**config.mk**
```make
export PLATFORM = sky130hd
export DESIGN_NAME = load_store_unit
export DESIGN_NICKNAME = d
export VERILOG_FILES = /design/src/rtl/load_store_unit.sv
export SDC_FILE = /design/constraint.sdc
export NUM_CORES = 1
export LEC_CHECK = 0
export ABC_AREA = 1
export CAP_MARGIN = 10
export CORE_MARGIN = 2
export CORE_UTILIZATION = 48
export DETAILED_ROUTE_END_ITERATION = 8
export GPL_TIMING_DRIVEN = 0
export PLACE_DENSITY_LB_ADDON = 0.3
export SYNTH_ARGS = -nofsm -noshare
export SYNTH_HDL_FRONTEND = slang
export SYNTH_SLANG_ARGS = --single-unit
```
**constraint.sdc**
```tcl
create_clock -name clk -period 3.1 [get_ports clk]
set_input_delay 0.62 -clock clk [delete_from_list [all_inputs] [get_ports clk]]
set_output_delay 0.62 -clock clk [all_outputs]
set_load 0.01 [all_outputs]
```
**src/rtl/load_store_unit.sv**
```systemverilog
// Load/store unit: one outstanding access to a word-organised data memory over
// a req/gnt + rvalid handshake, with byte/half lane steering and load extension.
module load_store_unit #(
  parameter int XLEN = 32
) (
  input  logic            clk,
  input  logic            rst_n,
  input  logic            mem_read,
  input  logic            mem_write,
  input  logic [2:0]      funct3,
  input  logic [XLEN-1:0] addr,
  input  logic [XLEN-1:0] wdata,
  output logic            lsu_busy,
  output logic            load_valid,
  output logic [XLEN-1:0] load_data,
  output logic            misaligned,
  output logic            dmem_req,
  output logic            dmem_we,
  output logic [XLEN-1:0] dmem_addr,
  output logic [3:0]      dmem_be,
  output logic [XLEN-1:0] dmem_wdata,
  input  logic            dmem_gnt,
  input  logic            dmem_rvalid,
  input  logic [XLEN-1:0] dmem_rdata
);

  typedef enum logic [1:0] {S_IDLE, S_REQ, S_WAIT, S_DONE} state_e;

  state_e            state_q, state_d;
  logic [XLEN-1:0]   addr_q, addr_d;
  logic [XLEN-1:0]   wdata_q, wdata_d;
  logic [2:0]        funct3_q, funct3_d;
  logic              is_store_q, is_store_d;
  logic [XLEN-1:0]   load_data_q, load_data_d;

  logic              op;
  logic              bad;
  logic [3:0]        st_be;
  logic [XLEN-1:0]   st_wdata;
  logic [7:0]        ld_byte;
  logic [15:0]       ld_half;
  logic [XLEN-1:0]   ld_ext;

  assign op = mem_read | mem_write;

  // A simultaneous read and write request is a store, so legality follows mem_write.
  always_comb begin
    bad = 1'b0;
    if (funct3[1:0] == 2'b01 && addr[0])               bad = 1'b1;
    if (funct3 == 3'b010 && addr[1:0] != 2'b00)        bad = 1'b1;
    if (mem_write && !(funct3 inside {3'b000, 3'b001, 3'b010}))      bad = 1'b1;
    if (!mem_write && (funct3 inside {3'b011, 3'b110, 3'b111}))      bad = 1'b1;
  end

  always_comb begin
    case (funct3_q[1:0])
      2'b00: begin
        st_be    = 4'b0001 << addr_q[1:0];
        st_wdata = {4{wdata_q[7:0]}};
      end
      2'b01: begin
        st_be    = 4'b0011 << addr_q[1:0];
        st_wdata = {2{wdata_q[15:0]}};
      end
      default: begin
        st_be    = 4'b1111;
        st_wdata = wdata_q;
      end
    endcase
  end

  always_comb begin
    case (addr_q[1:0])
      2'b00:   ld_byte = dmem_rdata[7:0];
      2'b01:   ld_byte = dmem_rdata[15:8];
      2'b10:   ld_byte = dmem_rdata[23:16];
      default: ld_byte = dmem_rdata[31:24];
    endcase
    ld_half = addr_q[1] ? dmem_rdata[31:16] : dmem_rdata[15:0];
    case (funct3_q)
      3'b000:  ld_ext = {{(XLEN-8){ld_byte[7]}}, ld_byte};
      3'b001:  ld_ext = {{(XLEN-16){ld_half[15]}}, ld_half};
      3'b100:  ld_ext = {{(XLEN-8){1'b0}}, ld_byte};
      3'b101:  ld_ext = {{(XLEN-16){1'b0}}, ld_half};
      default: ld_ext = dmem_rdata;
    endcase
  end

  // NOTE: every output and next-state value gets a default before the case;
  // a path that leaves one unassigned would infer a latch.
  always_comb begin
    state_d     = state_q;
    addr_d      = addr_q;
    wdata_d     = wdata_q;
    funct3_d    = funct3_q;
    is_store_d  = is_store_q;
    load_data_d = load_data_q;
    lsu_busy    = 1'b0;
    misaligned  = 1'b0;
    load_valid  = 1'b0;
    dmem_req    = 1'b0;
    dmem_we     = 1'b0;
    dmem_be     = 4'b0000;
    dmem_addr   = '0;
    dmem_wdata  = '0;
    case (state_q)
      S_IDLE: begin
        // rst_n gating keeps the combinational IDLE outputs low while reset is held.
        if (op && rst_n) begin
          if (bad) begin
            misaligned = 1'b1;
          end else begin
            lsu_busy   = 1'b1;
            addr_d     = addr;
            wdata_d    = wdata;
            funct3_d   = funct3;
            is_store_d = mem_write;
            state_d    = S_REQ;
          end
        end
      end
      S_REQ: begin
        dmem_req  = 1'b1;
        lsu_busy  = 1'b1;
        dmem_addr = {addr_q[XLEN-1:2], 2'b00};
        dmem_we   = is_store_q;
        if (is_store_q) begin
          dmem_be    = st_be;
          dmem_wdata = st_wdata;
        end else begin
          dmem_be    = 4'b1111;
        end
        if (dmem_gnt) state_d = is_store_q ? S_DONE : S_WAIT;
      end
      S_WAIT: begin
        lsu_busy = 1'b1;
        if (dmem_rvalid) begin
          load_data_d = ld_ext;
          state_d     = S_DONE;
        end
      end
      S_DONE: begin
        load_valid = ~is_store_q;
        state_d    = S_IDLE;
      end
      default: state_d = S_IDLE;
    endcase
  end

  // NOTE: sequential state uses non-blocking assignments so every register
  // samples its _d value from the same pre-edge snapshot.
  always_ff @(posedge clk or negedge rst_n) begin
    if (!rst_n) begin
      state_q     <= S_IDLE;
      addr_q      <= '0;
      wdata_q     <= '0;
      funct3_q    <= 3'b000;
      is_store_q  <= 1'b0;
      load_data_q <= '0;
    end else begin
      state_q     <= state_d;
      addr_q      <= addr_d;
      wdata_q     <= wdata_d;
      funct3_q    <= funct3_d;
      is_store_q  <= is_store_d;
      load_data_q <= load_data_d;
    end
  end

  assign load_data = load_data_q;

endmodule

```
# Yosys cells after proc, flatten, opt, wreduce, memory -nomap -nowiden

Index checks and enable logic that the tools add are counted.

Register bits: 102
Input port bits: 105
Word-level logic and storage cells: 78

Eq/ne operators: 19
Shift operators: 2
Mux-type cells: 29
Bitwise operators: 3
Reductions and logical operators: 19

Operator list:

| operator              | count |
|---|---|
| $pmux W32 S4          | 1 |
| $mux W32              | 3 |
| $pmux W32 S2          | 1 |
| $pmux W8 S3           | 1 |
| $mux W16              | 1 |
| $mux W1               | 13 |
| $eq A3 B3 Y1 const B  | 4 |
| $eq A2 B1 Y1 const B  | 4 |
| $mux W2               | 4 |
| $mux W4               | 2 |
| $ne A2 B2 Y1 const B  | 4 |
| $pmux W2 S4           | 1 |
| $pmux W4 S2           | 1 |
| $eq A2 B2 Y1 const B  | 3 |
| $eq A3 B1 Y1 const B  | 2 |
| $eq A3 B2 Y1 const B  | 2 |
| $logic_not A2 Y1      | 3 |
| $logic_not A3 Y1      | 2 |
| $reduce_bool A3 Y1    | 2 |
| $logic_and A1 B1 Y1   | 5 |
| $reduce_and A4 Y1     | 1 |
| $shl A1 B2 Y4 const A | 1 |
| $shl A2 B2 Y4 const A | 1 |
| $reduce_and A3 Y1     | 1 |
| 7 further kinds       | 9 |

# Depth between registers and ports, before layout

Gate-level depths: netlist (run 1).

Word-level depth: 9
Gate-level depth with buffers: 10
Gate-level depth less buffers: 8

# Least setup slack after synthesis (run 1)

OpenSTA, ideal clock, no wires.

Kind: flip-flop to output port
Start: reg state_q[1]
End: out dmem_wdata[29]
Arrival time: 1.586 ns
Required time: 2.480 ns
Path slack: 0.894 ns
Cell stages (with the launch flop): 9
Path buffers: 2
Cells stage by stage: dfrtp_1 -> inv_1 -> ha_1 -> clkbuf_1 -> nand2_1 -> inv_2 -> buf_2 -> o21ai_0 -> nor2_1

Cells in the longest elaborated chain, start to end: 2

RTL lines:

| element                | RTL line | text |
|---|---|---|
| start, declared        | 29       | `state_e state_q, state_d;` |
| start signal, assigned | 161      | `state_q <= state_d;` |
| $eq A2 B1 Y1           | 106      | `case (state_q)` |
| $mux W32               | 106      |  |
| end, declared          | 21       | `output logic [XLEN-1:0] dmem_wdata,` |

Every way passes these cells.

# Worst setup path in the final report (run 1)

Start: reg state_q[1]
End: out dmem_wdata[18]

The elaborated chain is that of the path after synthesis.

==> results of run 1 <==
-- kinds of logic (layout without fill, tap and decap cells) --
logic type,count (synthesis),count (layout),share of synthesized area (%)
and+or+nand+nor,409,409,32.5
buffers and inverters,135,363,10.4
AOI/OAI and AO/OA,108,108,10.2
DFF,102,102,45.5
adders and majority gates,6,6,1.34
other,1,2,0.0669
-- registers in the layout (all words and copies together) (netlist names) --
signal / flops
addr_q: 32
load_data: 32
wdata_q: 32
funct3_q: 3
state_q: 2
is_store_q: 1
-- power by group --
group / switching, uW / total (uW) / internal (uW)
Sequential: 417 / 2400 / 1990
Combinational: 2170 / 4010 / 1840
Clock: 548 / 1180 / 637
-- metrics by stage --
step           power, uW  setup WS, ns  hold WS, ns  setup TNS (ns)
4_1_cts             7600       0.00683        0.122               0
3_5_place_dp        6360        -0.566        0.458          -0.622
5_1_grt             8200      -0.00501       0.0932        -0.00501
2_1_floorplan       4620         0.894        0.324               0
3_3_place_gp        6260         -4.08        0.451         -473.49
6_report            7600         0.126       0.0853               0
-- critical path, cell delays in order, from the launching register on --
cell and delay (ns):
sky130_fd_sc_hd__dfrtp_2 0.46, sky130_fd_sc_hd__inv_2 0.11, sky130_fd_sc_hd__ha_4 0.18, sky130_fd_sc_hd__nand2_1 0.13, sky130_fd_sc_hd__inv_2 0.13, sky130_fd_sc_hd__buf_4 0.17
sky130_fd_sc_hd__o21ai_0 0.10, sky130_fd_sc_hd__a21oi_1 0.17, sky130_fd_sc_hd__clkdlybuf4s50_1 0.56
-- worst paths after layout --
check | startpoint | to | slack, ns
worst max register to register | state_q[0]$_DFFE_PN0P_ | load_data[7]$_DFFE_PN0P_ | 1.15
worst max-delay path | state_q[1]$_DFFE_PN0P_ | dmem_wdata[18] | 0.13
min in group clk | addr_q[6]$_DFFE_PN0P_ | addr_q[6]$_DFFE_PN0P_ | 0.47
worst min-delay path | rst_n | load_data[14]$_DFFE_PN0P_ | 0.09
max in group asynchronous | rst_n | addr_q[7]$_DFFE_PN0P_ | 2.50
worst min register to register | addr_q[6]$_DFFE_PN0P_ | addr_q[6]$_DFFE_PN0P_ | 0.47
-- cells in the final DEF, fill, tap and decap left out, types with 2 or more instances in the layout --
cell	instances
sky130_fd_sc_hd__a21oi_1	51
sky130_fd_sc_hd__buf_1	3
sky130_fd_sc_hd__buf_16	2
sky130_fd_sc_hd__buf_2	24
sky130_fd_sc_hd__buf_4	6
sky130_fd_sc_hd__buf_6	4
sky130_fd_sc_hd__clkbuf_1	13
sky130_fd_sc_hd__clkbuf_16	10
sky130_fd_sc_hd__clkdlybuf4s50_1	202
sky130_fd_sc_hd__clkinv_4	2
sky130_fd_sc_hd__conb_1	2
sky130_fd_sc_hd__dfrtp_1	100
sky130_fd_sc_hd__dfrtp_2	2
sky130_fd_sc_hd__dlymetal6s2s_1	4
sky130_fd_sc_hd__ha_1	5
sky130_fd_sc_hd__inv_1	79
sky130_fd_sc_hd__inv_2	5
sky130_fd_sc_hd__inv_4	2
sky130_fd_sc_hd__nand2_1	242
sky130_fd_sc_hd__nand2_2	2
sky130_fd_sc_hd__nand3_1	73
sky130_fd_sc_hd__nand3_2	12
sky130_fd_sc_hd__nand3_4	2
sky130_fd_sc_hd__nand4_1	3
sky130_fd_sc_hd__nor2_1	50
sky130_fd_sc_hd__nor2_4	4
sky130_fd_sc_hd__nor3_1	3
sky130_fd_sc_hd__o211ai_1	6
sky130_fd_sc_hd__o21ai_0	32
sky130_fd_sc_hd__o21ai_1	7
sky130_fd_sc_hd__o22ai_1	9
sky130_fd_sc_hd__or2_2	16
-- cell usage after synthesis, drive strengths merged --
master,count,area (um2)
conb,1,3.75
nand3b,1,7.51
nor2,54,233
or2,17,106
dfrtp,102,2550
nand3,87,521
a21oi,52,264
a211oi,1,7.51
o21ai,39,195
nor3,3,15.0
inv,86,328
clkbuf,15,56.3
nand4,3,18.8
ha,6,75.1
o211ai,6,45.0
nand2,244,921
o22ai,9,56.3
buf,34,196
a31oi,1,6.26
-- what timing repair did --
item                                    CTS  global route
endpoints found under the hold margin     0             0
resized for setup                         7             9
hold buffers                              0             0
cloned                                    1             1
buffers inserted                          1             2
endpoints found under the setup margin   63            15
pin swaps                                 1             0
-- cell type report --
class	instances	share of cell area (%)
plain buffers	48	3.04
clock inverters	7	0.963
repair buffers	213	26.5
clock buffers	9	2.71
flip-flops and latches	102	30.7
multi-input cells	525	29.9
inverters	86	3.94
well taps	143	2.15
-- per-layer routing --
metal  global-route usage [%]  up-vias  share of wire (%)
li1                         -     2846                  -
met5                        0        -                  0
met3                     6.91       46                8.3
met1                     35.5     2677                 41
met2                     44.1      251                 47
met4                     13.3        0                3.9
==> results.md, run 1 <==
- Total overflow reported by the global router: 0
- Number of warning messages in the yosys log: 0
- Power per cell area: 913 nW/um2
- CP required: 2.48 ns
- Insertion delay to the later sink of the worst-skew pair: 0.36 ns
- Class of the most critical setup path: reg -> out
- Clock Sinks: 102
- Max Cap Violations: 0
- Bufs on Longest Clock Path: 2
- CP max FO: 10
- Static Leak: 0.00428 uW
- Number of failing setup endpoints in the final timing report: 0
- Area of the die: 12,600 um2
- Last weighted congestion value of the routability-driven placer: 0.877
- Via count: 5,820
- CTS buffer count: 9
- Area Overhead vs Synth: 48.3%
- Effective utilization at floorplan: 49.1%
- Level count of the clock H-tree: 3
- Placement-stage cell area: 7890 um2
- Vias/cell: 5.14
- Average wire per cell in the routed design: 15.2 um
- Worst hold path type: in -> async
- Number of register bits inferred by synthesis: 102
- Worst clock skew: 0.00399 ns
- Cell total after placement: 1,113
- Largest net degree at the start of global routing: 52
- Count of distinct cell types in the synthesized netlist: 31
- Pins Over Slew Limit: 0
- Gate count after technology mapping: 761
- Root Buffer: sky130_fd_sc_hd__clkbuf_16
- Data arrival time at the worst-slack endpoint: 2.35 ns
- Post-layout net count: 1,096
- Multi-input combinational cell area: 2490 um2
- # DRC: 0
- Number of global-route vias before repair: 5,631
- Type of origin of the critical path: flop
- Fraction of final layout cells sized beyond drive strength 1: 10.3%
- Initial detailed-routing violation count: 319
- Detailed placer's ending HPWL: 12,700 um
- Detail Route Antenna Nets: 0
- Fmax achieved: 336 MHz
- TritonCTS clock tree: built
- Worst vdd ir: 527 uV
- Depth of the worst register-to-register path: 8
- I/O pin total: 210
- Number of buffers inserted by port buffering: 207
- Number of iterations in the first detailed-routing pass: 5
- Fraction of the cycle the final worst path needs: 95.9%
- Clock edge transition at the registers on the reported setup and hold paths: 0.07 ns
- DIE WIDTH: 112 um
- Die height: 112 um
- Antenna cell count: 0
- Number of antenna violations at the first check in global routing: 0
- Post-synthesis instance area: 5610 um2
- Util after Layout: 72.8%
- Final critical delay including setup and external delays: 2.97 ns
- Fillcell total: 928
- Number of rows in the core area: 39
- Total core area: 11,400 um2
- Routed wire length: 17,300 um
- Number of hold-slack violations in the final timing report: 0
- Status: finished, final reports clean
- Post-Syn Area per Cell: 7.37 um2
- Final standard cell count with taps included and fillers excluded: 1,133
- Overall routing resource usage: 27.6%
- Seq. cell area: 2550 um2
- Global-route wire length before repair: 27,700 um
- Post-route cell area: 8320 um2
- Kind of end point of the critical path: output pin
- Share of synthesized area occupied by flip-flops and latches: 45.5%
No activity file was read; power rests on OpenSTA's default activity.
==> inputs of run 2 (changes only) <==
--- a/config.mk
+++ b/config.mk
@@ -7,10 +7,10 @@
 export LEC_CHECK = 0
 export ABC_AREA = 1
-export CAP_MARGIN = 10
+export CAP_MARGIN = 20
 export CORE_MARGIN = 2
 export CORE_UTILIZATION = 48
 export DETAILED_ROUTE_END_ITERATION = 8
 export GPL_TIMING_DRIVEN = 0
-export PLACE_DENSITY_LB_ADDON = 0.3
+export PLACE_DENSITY_LB_ADDON = 0.08
 export SYNTH_ARGS = -nofsm -noshare
 export SYNTH_HDL_FRONTEND = slang
==> constraint.sdc (replaced) <==
create_clock -name clk -period 3.1 [get_ports clk]
set_input_delay 0.62 -clock clk [delete_from_list [all_inputs] [get_ports clk]]
set_output_delay 0.62 -clock clk [all_outputs]
set_load 0.02 [all_outputs]
==> run 2 against run 1 <==
  * First-iteration DRC count rose by 23%
  * Count of clock-buffer cells in the layout rose by 1
  * Core utilization fell by 0.48 points
  * Critical path type unchanged
  * Highest routed layer unchanged
  * Power rose by 4.4%
==> results.md, run 2 (synthesis gave the netlist of run 1 again) <==
- Number of rows in the core area: 39 (unchanged)
- Area of the die: 12,600 um2 (unchanged)
- Number of global-route vias before repair: 5,577 (-0.96%)
- Data arrival time at the worst-slack endpoint: 2.41 ns (+0.06 ns)
- Detailed placer's ending HPWL: 12,400 um (-1.9%)
- Fmax achieved: 330 MHz (-1.9%)
- Cell internal power dissipation: 4500 uW (+0.70%)
- Number of hold-slack violations in the final timing report: 0 (unchanged)
- Seq. cell area: 2550 um2 (about the same)
- Die height: 112 um (unchanged)
- Max Cap Violations: 0 (unchanged)
- Startpoint of the worst register-to-register path: state_q[0]$_DFFE_PN0P_
- DIE WIDTH: 112 um (unchanged)
- Worst vdd ir: 739 uV (+40%)
- Cell total after placement: 1,113 (unchanged)
- Max-slew headroom at the worst pin: 65.5%
- Bufs on Longest Clock Path: 2 (unchanged)
- Status: finished, final reports clean
- Average wire per cell in the routed design: 14.9 um (-2.2%)
- CP max FO: 7 (-3)
- Antenna cell count: 0 (unchanged)
- Clock network power share: 15.6% (about the same)
- Net Sw Power: 3440 uW (+9.7%)
- Total overflow reported by the global router: 0 (unchanged)
- Destination of the worst register-to-register timing path: load_data[15]$_DFFE_PN0P_
- Kind of end point of the critical path: output pin
- Effective utilization at floorplan: 49.1% (unchanged)
- Commonest cells after routing, fill and taps aside: 242 x sky130_fd_sc_hd__nand2_1, 182 x sky130_fd_sc_hd__clkdlybuf4s50_1, 102 x sky130_fd_sc_hd__dfrtp_1, 80 x sky130_fd_sc_hd__inv_1, 73 x sky130_fd_sc_hd__nand3_1
- Power per cell area: 960 nW/um2 (+5.1%)
- Reg-to-reg slack, setup: 1.13 ns (-0.02 ns)
- Multi-input combinational cell area: 2480 um2 (-0.40%)
- Overall routing resource usage: 27.7% (about the same)
- Worst slew pin tran: 0.518 ns
- I/O pin total: 210 (unchanged)
- TritonCTS clock tree: built
- Sequential power share: 29.9% (-1.7 points)
- Clock Sinks: 102 (unchanged)
- Clock edge transition at the registers on the reported setup and hold paths: 0.07 ns (about the same)
- # DRC: 0 (unchanged)
- Number of iterations in the first detailed-routing pass: 5 (unchanged)
- Final standard cell count with taps included and fillers excluded: 1,129 (-0.35%)
- Worst hold path type: in -> async
- Proportion of total power due to net switching: 43.3% (+2.1 points)
- Detail Route Antenna Nets: 0 (unchanged)
- Depth of the worst register-to-register path: 7 (-1)
- CP required: 2.48 ns (about the same)
- Number of buffers inserted by port buffering: 207 (unchanged)
- Pins Over Slew Limit: 0 (unchanged)
- Type of origin of the critical path: flop
- Area Overhead vs Synth: 47.3%
- Root Buffer: sky130_fd_sc_hd__clkbuf_16
- Vias/cell: 5.04 (-1.9%)
- Fraction of final layout cells sized beyond drive strength 1: 10.0% (-0.26 points)
- Class of the most critical setup path: reg -> out
- Leading cell type in the layout, fill and taps excluded: sky130_fd_sc_hd__nand2_1
- Number of antenna violations at the first check in global routing: 0 (unchanged)
- Via count: 5,692 (-2.2%)
- CTS buffer count: 9 (unchanged)
- Fraction of power consumed by combinational cells: 54.4% (+1.6 points)
- Final critical delay including setup and external delays: 3.03 ns (+0.0585 ns)
- Insertion delay to the later sink of the worst-skew pair: 0.35 ns (about the same)
- Number of failing setup endpoints in the final timing report: 0 (unchanged)
- Fillcell total: 962 (+3.7%)
- Routed wire length: 16,800 um (-2.6%)
- Largest net degree at the start of global routing: 38 (-27%)
- Setup TNS Final: 0 ns (unchanged)
- Global-route wire length before repair: 27,800 um (+0.20%)
- Initial detailed-routing violation count: 391 (+23%)
- Last weighted congestion value of the routability-driven placer: 0.870 (-0.83%)
- Level count of the clock H-tree: 3 (unchanged)
- Fraction of the cycle the final worst path needs: 97.8% (+1.9 points)
- Worst clock skew: 0.00502 ns (+0.00102 ns)
- Static Leak: 0.00443 uW (+3.5%)
- Total core area: 11,400 um2 (unchanged)
- Post-layout net count: 1,092 (-0.36%)
==> run 2: worst max-delay path, cell delays in order, from the launching register on <==
cell	delay, ns
sky130_fd_sc_hd__dfrtp_1	0.44
sky130_fd_sc_hd__inv_1	0.13
sky130_fd_sc_hd__ha_2	0.30
sky130_fd_sc_hd__nand2_1	0.13
sky130_fd_sc_hd__inv_2	0.12
sky130_fd_sc_hd__o21ai_0	0.15
sky130_fd_sc_hd__nor2_1	0.16
sky130_fd_sc_hd__clkdlybuf4s50_1	0.62
==> run 2: how the worst max path moves through the flow <==
| stage | to | start | slack, ns |
|---|---|---|---|
| floorplan | dmem_wdata[16] | state_q[1]$_DFFE_PN0P_ | 0.63 |
| global placement | lsu_busy | rst_n | -4.29 |
| detailed placement | lsu_busy | rst_n | -0.60 |
| CTS | lsu_busy | mem_write | 0.04 |
| global route | dmem_wdata[28] | state_q[1]$_DFFE_PN0P_ | -0.04 |
| finish | dmem_wdata[28] | state_q[1]$_DFFE_PN0P_ | 0.07 |
==> run 2: per-stage QoR <==
| step | worst slack [ns] | total power, uW | instance area (um2) | hold slack, ns | utilization (%) |
|---|---|---|---|---|---|
| 6_report | 0.0677 | 7930 | 8260 | 0.103 | 72.4 |
| 5_1_grt | -0.0387 | 8540 | 8260 | 0.106 | 72.4 |
| 3_3_place_gp | -4.29 | 6660 | 7860 | 0.449 | 68.9 |
| 3_5_place_dp | -0.603 | 6730 | 7890 | 0.453 | 69.1 |
| 2_1_floorplan | 0.629 | 4990 | 5610 | 0.324 | - |
| 4_1_cts | 0.0419 | 7980 | 8240 | 0.103 | 72.1 |
==> run 2: repair_timing <==
item	CTS	global route
resized for setup	19	21
endpoints found under the setup margin	65	41
pin swaps	0	0
gates cloned	1	0
buffers inserted	0	0
hold buffers	0	0
==> run 2: cell type report <==
cell class              count  share of cell area [%]
plain buffers              48                    3.10
clock buffers              10                    2.89
clock inverters             6                    1.01
inverters                  86                    3.97
multi-input cells         525                    30.0
flip-flops and latches    102                    30.9
well taps                 143                    2.17
repair buffers            209                    25.9
==> run 2: per-layer routing <==
layer / up-vias / routed length, um / GRT usage, % / share of wire, %
li1: 2846 / - / - / -
met1: 2603 / 7490 / 39.0 / 45
met2: 224 / 7650 / 42.2 / 46
met3: 19 / 1410 / 8.48 / 8.4
met4: 0 / 263 / 6.75 / 1.6
met5: - / 0 / 0 / 0
==> run 2: power groups by stage <==
stage	sequential, uW	combinational (uW)	clock [uW]
2_1_floorplan	2550	2440	0
5_1_grt	2450	4770	1320
3_3_place_gp	2370	4290	0
3_5_place_dp	2390	4340	0
4_1_cts	2370	4330	1270
6_report	2370	4320	1240
